**src/rtl/fetch_ctrl.sv**
```systemverilog
// fetch_ctrl: multi-cycle fetch sequencer for the MIPS fetch path.
// Owns the program counter and the instruction latch, issues read requests
// to instruction memory, and presents one instruction at a time to decode.
//
// Handshake semantics:
//   - imemReq_FC is high for every cycle spent in FETCH. A read completes
//     on the first rising edge where imemReq_FC=1 and imemAck_FC=1, and
//     imemData_FC is captured on that edge. imemAck_FC is ignored when no
//     request is outstanding.
//   - instrValid_FC is high for every cycle spent in ISSUE. Decode accepts
//     the instruction on the first rising edge where instrValid_FC=1 and
//     stall_FC=0. Until then instr_FC and pc_FC are held stable.
module fetch_ctrl #(
   parameter logic [7:0] PC_STEP = 8'd4,
   parameter int         TIMEOUT = 16,
   parameter logic [5:0] HALT_OP = 6'h3F
) (
   input  logic        clk_FC,
   input  logic        rst_FC,
   input  logic        start_FC,
   input  logic [7:0]  initialPC_FC,
   input  logic        stall_FC,
   input  logic        branchTaken_FC,
   input  logic [7:0]  branchTarget_FC,
   output logic        imemReq_FC,
   output logic [7:0]  imemAddr_FC,
   input  logic        imemAck_FC,
   input  logic [31:0] imemData_FC,
   output logic [7:0]  pc_FC,
   output logic [31:0] instr_FC,
   output logic        instrValid_FC,
   output logic        halted_FC,
   output logic        timeoutErr_FC,
   output logic [15:0] fetchCount_FC,
   output logic [1:0]  dbgState_FC
);

   typedef enum logic [1:0] {
      S_IDLE  = 2'd0,
      S_FETCH = 2'd1,
      S_ISSUE = 2'd2,
      S_HALT  = 2'd3
   } state_t;

   // Timer value seen on the last FETCH cycle allowed before giving up.
   localparam logic [7:0] TIMER_LAST = 8'(TIMEOUT - 1);

   state_t      state_q, state_d;
   logic [7:0]  pc_q, pc_d;
   logic [31:0] instr_q, instr_d;
   logic [15:0] count_q, count_d;
   logic [7:0]  timer_q, timer_d;
   logic        terr_q, terr_d;

   // State register; reset wins over every other input in every state.
   always_ff @(posedge clk_FC) begin
      if (rst_FC) begin
         state_q <= S_IDLE;
         pc_q    <= 8'd0;
         instr_q <= 32'd0;
         count_q <= 16'd0;
         timer_q <= 8'd0;
         terr_q  <= 1'b0;
      end else begin
         state_q <= state_d;
         pc_q    <= pc_d;
         instr_q <= instr_d;
         count_q <= count_d;
         timer_q <= timer_d;
         terr_q  <= terr_d;
      end
   end

   // Next-state logic: start, memory wait/timeout, issue/redirect, halt.
   always_comb begin
      state_d = state_q;
      pc_d    = pc_q;
      instr_d = instr_q;
      count_d = count_q;
      timer_d = timer_q;
      terr_d  = terr_q;
      case (state_q)
         S_IDLE: begin
            if (start_FC) begin
               pc_d    = initialPC_FC;
               timer_d = 8'd0;
               state_d = S_FETCH;
            end
         end
         S_FETCH: begin
            // An ack on the final allowed cycle still counts as a success.
            if (imemAck_FC) begin
               instr_d = imemData_FC;
               timer_d = 8'd0;
               state_d = S_ISSUE;
            end else begin
               timer_d = timer_q + 8'd1;
               if (timer_q == TIMER_LAST) begin
                  terr_d  = 1'b1;
                  state_d = S_HALT;
               end
            end
         end
         S_ISSUE: begin
            if (!stall_FC) begin
               count_d = count_q + 16'd1;
               if (instr_q[31:26] == HALT_OP) begin
                  // The halt word is counted but the PC stays on it.
                  state_d = S_HALT;
               end else begin
                  pc_d    = branchTaken_FC ? branchTarget_FC : (pc_q + PC_STEP);
                  state_d = S_FETCH;
               end
            end
         end
         S_HALT: begin
            state_d = S_HALT;
         end
         default: begin
            state_d = S_IDLE;
         end
      endcase
   end

   assign imemReq_FC    = (state_q == S_FETCH);
   assign imemAddr_FC   = pc_q;
   assign pc_FC         = pc_q;
   assign instr_FC      = instr_q;
   assign instrValid_FC = (state_q == S_ISSUE);
   assign halted_FC     = (state_q == S_HALT);
   assign timeoutErr_FC = terr_q;
   assign fetchCount_FC = count_q;
   assign dbgState_FC   = state_q;

endmodule

```
**config.mk**
```make
export PLATFORM = sky130hd
export DESIGN_NAME = fetch_ctrl
export DESIGN_NICKNAME = d
export VERILOG_FILES = /design/src/rtl/fetch_ctrl.sv
export SDC_FILE = /design/constraint.sdc
export NUM_CORES = 1
export LEC_CHECK = 0
export ABC_AREA = 1
export CAP_MARGIN = 20
export CORE_MARGIN = 2
export CORE_UTILIZATION = 35
export DETAILED_ROUTE_END_ITERATION = 8
export PLACE_DENSITY = 0.64
export SYNTH_ARGS = -nofsm -noshare
export SYNTH_HDL_FRONTEND = slang
export SYNTH_SLANG_ARGS = --single-unit
```
**constraint.sdc**
```tcl
create_clock -name clk_FC -period 3.8 [get_ports clk_FC]
set_clock_uncertainty 0.05 [all_clocks]
set_input_delay 0.38 -clock clk_FC [delete_from_list [all_inputs] [get_ports clk_FC]]
set_output_delay 0.38 -clock clk_FC [all_outputs]
set_load 0.02 [all_outputs]
```
==> flow_metrics.py <==
metrics = {
    "clock_network": {
        "cts_buffers": 9,
        "hold_buffers": 0,
        "clk_latency_ns": 0.34,
        "cts_root_buf": "clkbuf_8",
        "cts_resized": 0,
        "clock_path_buffers": 2,
        "cts_max_level": 3,
        "cts.clk_slew.worst_paths_ns": 0.07,
        "clock-sinks": 67,
        "postCtsSetupBuffers": 0,
        "cts_tree": "yes",
    },
    "placed_design": {
        "dp_cells": 656,
        "routabilityCongestion": 0.7667,
        "place_hpwl_um": 6353,
        "port_buffers": 123,
    },
    "critical_path": {
        "worstSetupPathType": "reg -> out",
        "critPathArrivalTime_ns": 2.07,
        "crit_required_ns": 3.37,
        "cp_max_fo": 34,
        "cp-start-kind": "flip-flop",
        "cp-end-kind": "primary output",
    },
    "final_layout": {
        "mostFrequentLayoutCells": "clkdlybuf4s50_1 (122), nand2_1 (99), dfxtp_1 (67), a21oi_1 (59), nor2_1 (54)",
        "stdcell_count": 672,
        "layout-drive-gt1-share": 0.06560,
        "layout_commonest_cell": "clkdlybuf4s50_1",
        "diodes": 0,
        "fin_nets": 616,
        "syn_to_final_growth_pct": 47.71,
    },
    "drt": {
        "vias": 3319,
        "firstDrtPassIters": 4,
        "drt_iter0_drc": 145,
        "post_drt_wl_per_cell_um": 13.22,
        "route.detailed.drc": 0,
        "postRouteAntennaNets": 0,
        "drt-total-wl_um": 8886,
        "viasPerCell": 4.939,
    },
    "yosys": {
        "yosysSeqAreaShare": 0.4234,
        "syn_avg_cell_area_um2": 7.040,
        "synthTopCellsByArea": "dfxtp_1 (42%), nand2_1 (12%), a21oi_1 (9.3%), nand3_1 (7.4%), nor2_1 (6.4%)",
        "synth_top_area_frac": 0.4234,
        "yosysTopAreaCell": "dfxtp_1",
        "synthesis.area_um2": 3168,
        "synth_nets": 507,
        "synth_warnings": 0,
        "async_flop_share": 0,
        "ys_ff_latch": 67,
        "synthCells": 450,
        "synth_edf_count": 0,
        "synth-main-ff-cell": "dfxtp_1",
        "synth_cell_types": 33,
    },
    "sta": {
        "rsz0062_at_grt": "false",
        "maxSlewHeadroom": 0.5858,
        "tightestPinTransition_ns": 0.6191,
        "max_freq_mhz": 399.4,
        "fin_tns_setup_ns": 0,
        "slew_viol_final": 0,
        "finalHoldViolCount": 0,
        "finalSetupViolations": 0,
        "fin_crit_sh": 0.6589,
        "finalCriticalPeriod_ns": 2.504,
    },
    "global_routing": {
        "grtUsageTotal": 0.1816,
        "grt_pass1_vias": 3096,
        "grt_pass1_wl_um": 14430,
        "grt_overflow": 0,
        "antenna_found_initial": 0,
        "grt_max_degree": 45,
    },
    "floorplanning": {
        "rows": 34,
        "die-height_um": 99.14,
        "core_area_um2": 8763,
        "io_pins": 124,
        "dieWidth_um": 99.14,
        "start_util": 0.3615,
        "die_area_um2": 9829,
    },
    "power_and_ir_drop": {
        "max-vdd-ir-drop_mv": 0.2639,
        "p_per_area_nw_per_um2": 404.8,
        "leakage_nw": 1.749,
        "total_power_mw": 1.894,
    },
    "outcome": {
        "status": "complete, no violations",
    },
    "run": {
        "max_cap_violations": 0,
    },
    "hold_path": {
        "hold_class": "reg -> reg",
    },
}
[state kept, by name, indices dropped and copies added, names as in the netlist]
register       count
dbgState_FC        2
fetchCount_FC     16
imemAddr_FC        8
instr_FC          32
timeoutErr_FC      1
timer_q            8
[worst max-delay path, stage by stage, from the launching register on]
cell and delay, ns:
dfxtp_1 0.45, nand2_1 0.12, inv_2 0.43, clkdlybuf4s50_1 0.72
[worst paths after layout]
check | depth (start not counted) | from | slack [ns] | end
setup reg to reg | 7 | dbgState_FC[0]$_SDFFE_PP0P_ | 1.57 | timer_q[2]$_SDFFE_PP0P_
hold reg to reg | 2 | instr_FC[4]$_SDFFE_PP0P_ | 0.41 | instr_FC[4]$_SDFFE_PP0P_
setup / recovery | 3 | dbgState_FC[0]$_SDFFE_PP0P_ | 1.30 | imemReq_FC
hold / removal | 2 | instr_FC[4]$_SDFFE_PP0P_ | 0.41 | instr_FC[4]$_SDFFE_PP0P_
[area by class of cell]
type | count | area (um^2)
fillers | 872 | 4084
multi-input cells | 319 | 1545
flip-flops and latches | 67 | 1341
repair buffers | 125 | 1241
inverters | 37 | 142.6
clock buffers | 10 | 137.6
clock inverters | 6 | 136.4
well taps | 108 | 135.1
[through the flow]
step	area (um^2)	worst slack [ns]	utilization	hold WS, ns
global placement	4405	1.481	0.5027	0.3985
floorplan	3168	2.314	-	0.4195
detailed placement	4405	1.444	0.5027	0.4053
global route	4679	1.151	0.5340	0.4335
CTS	4679	1.273	0.5340	0.4136
finish	4679	1.296	0.5340	0.4122
[synthesized netlist by cell type, drive strengths merged (2+ instances only)]
cell type and instances:
a21oi 60, buf 16, clkbuf 11, dfxtp 67, ha 3, inv 36
nand2 103, nand3 48, nand4 9, nor2 58, nor3 6, o21ai 24
o21bai 2
[cells by family after synthesis]
kind of cell,count (synthesis),share of synthesized area
buffers and inverters,64,0.08886
xor gates and xnor gates,1,0.002765
adders and majority gates,3,0.01185
and+or+nand+nor,226,0.3254
DFF,67,0.4234
AOI/OAI and AO/OA,89,0.1477
[routing by layer]
metal	GRT usage	vias up	part of all wire
li1	-	1691	-
met1	0.2275	1490	0.44
met2	0.2931	122	0.46
met3	0.04638	16	0.072
met4	0.08535	0	0.025
met5	0	-	0
[where the power goes]
group,switching (mW),internal [mW],leakage (nW)
registers,0.0304,0.732,0.544
clock network,0.279,0.521,0.133
logic,0.176,0.155,1.07
total,0.485,1.41,1.75
No activity file was read; power rests on OpenSTA's default activity.
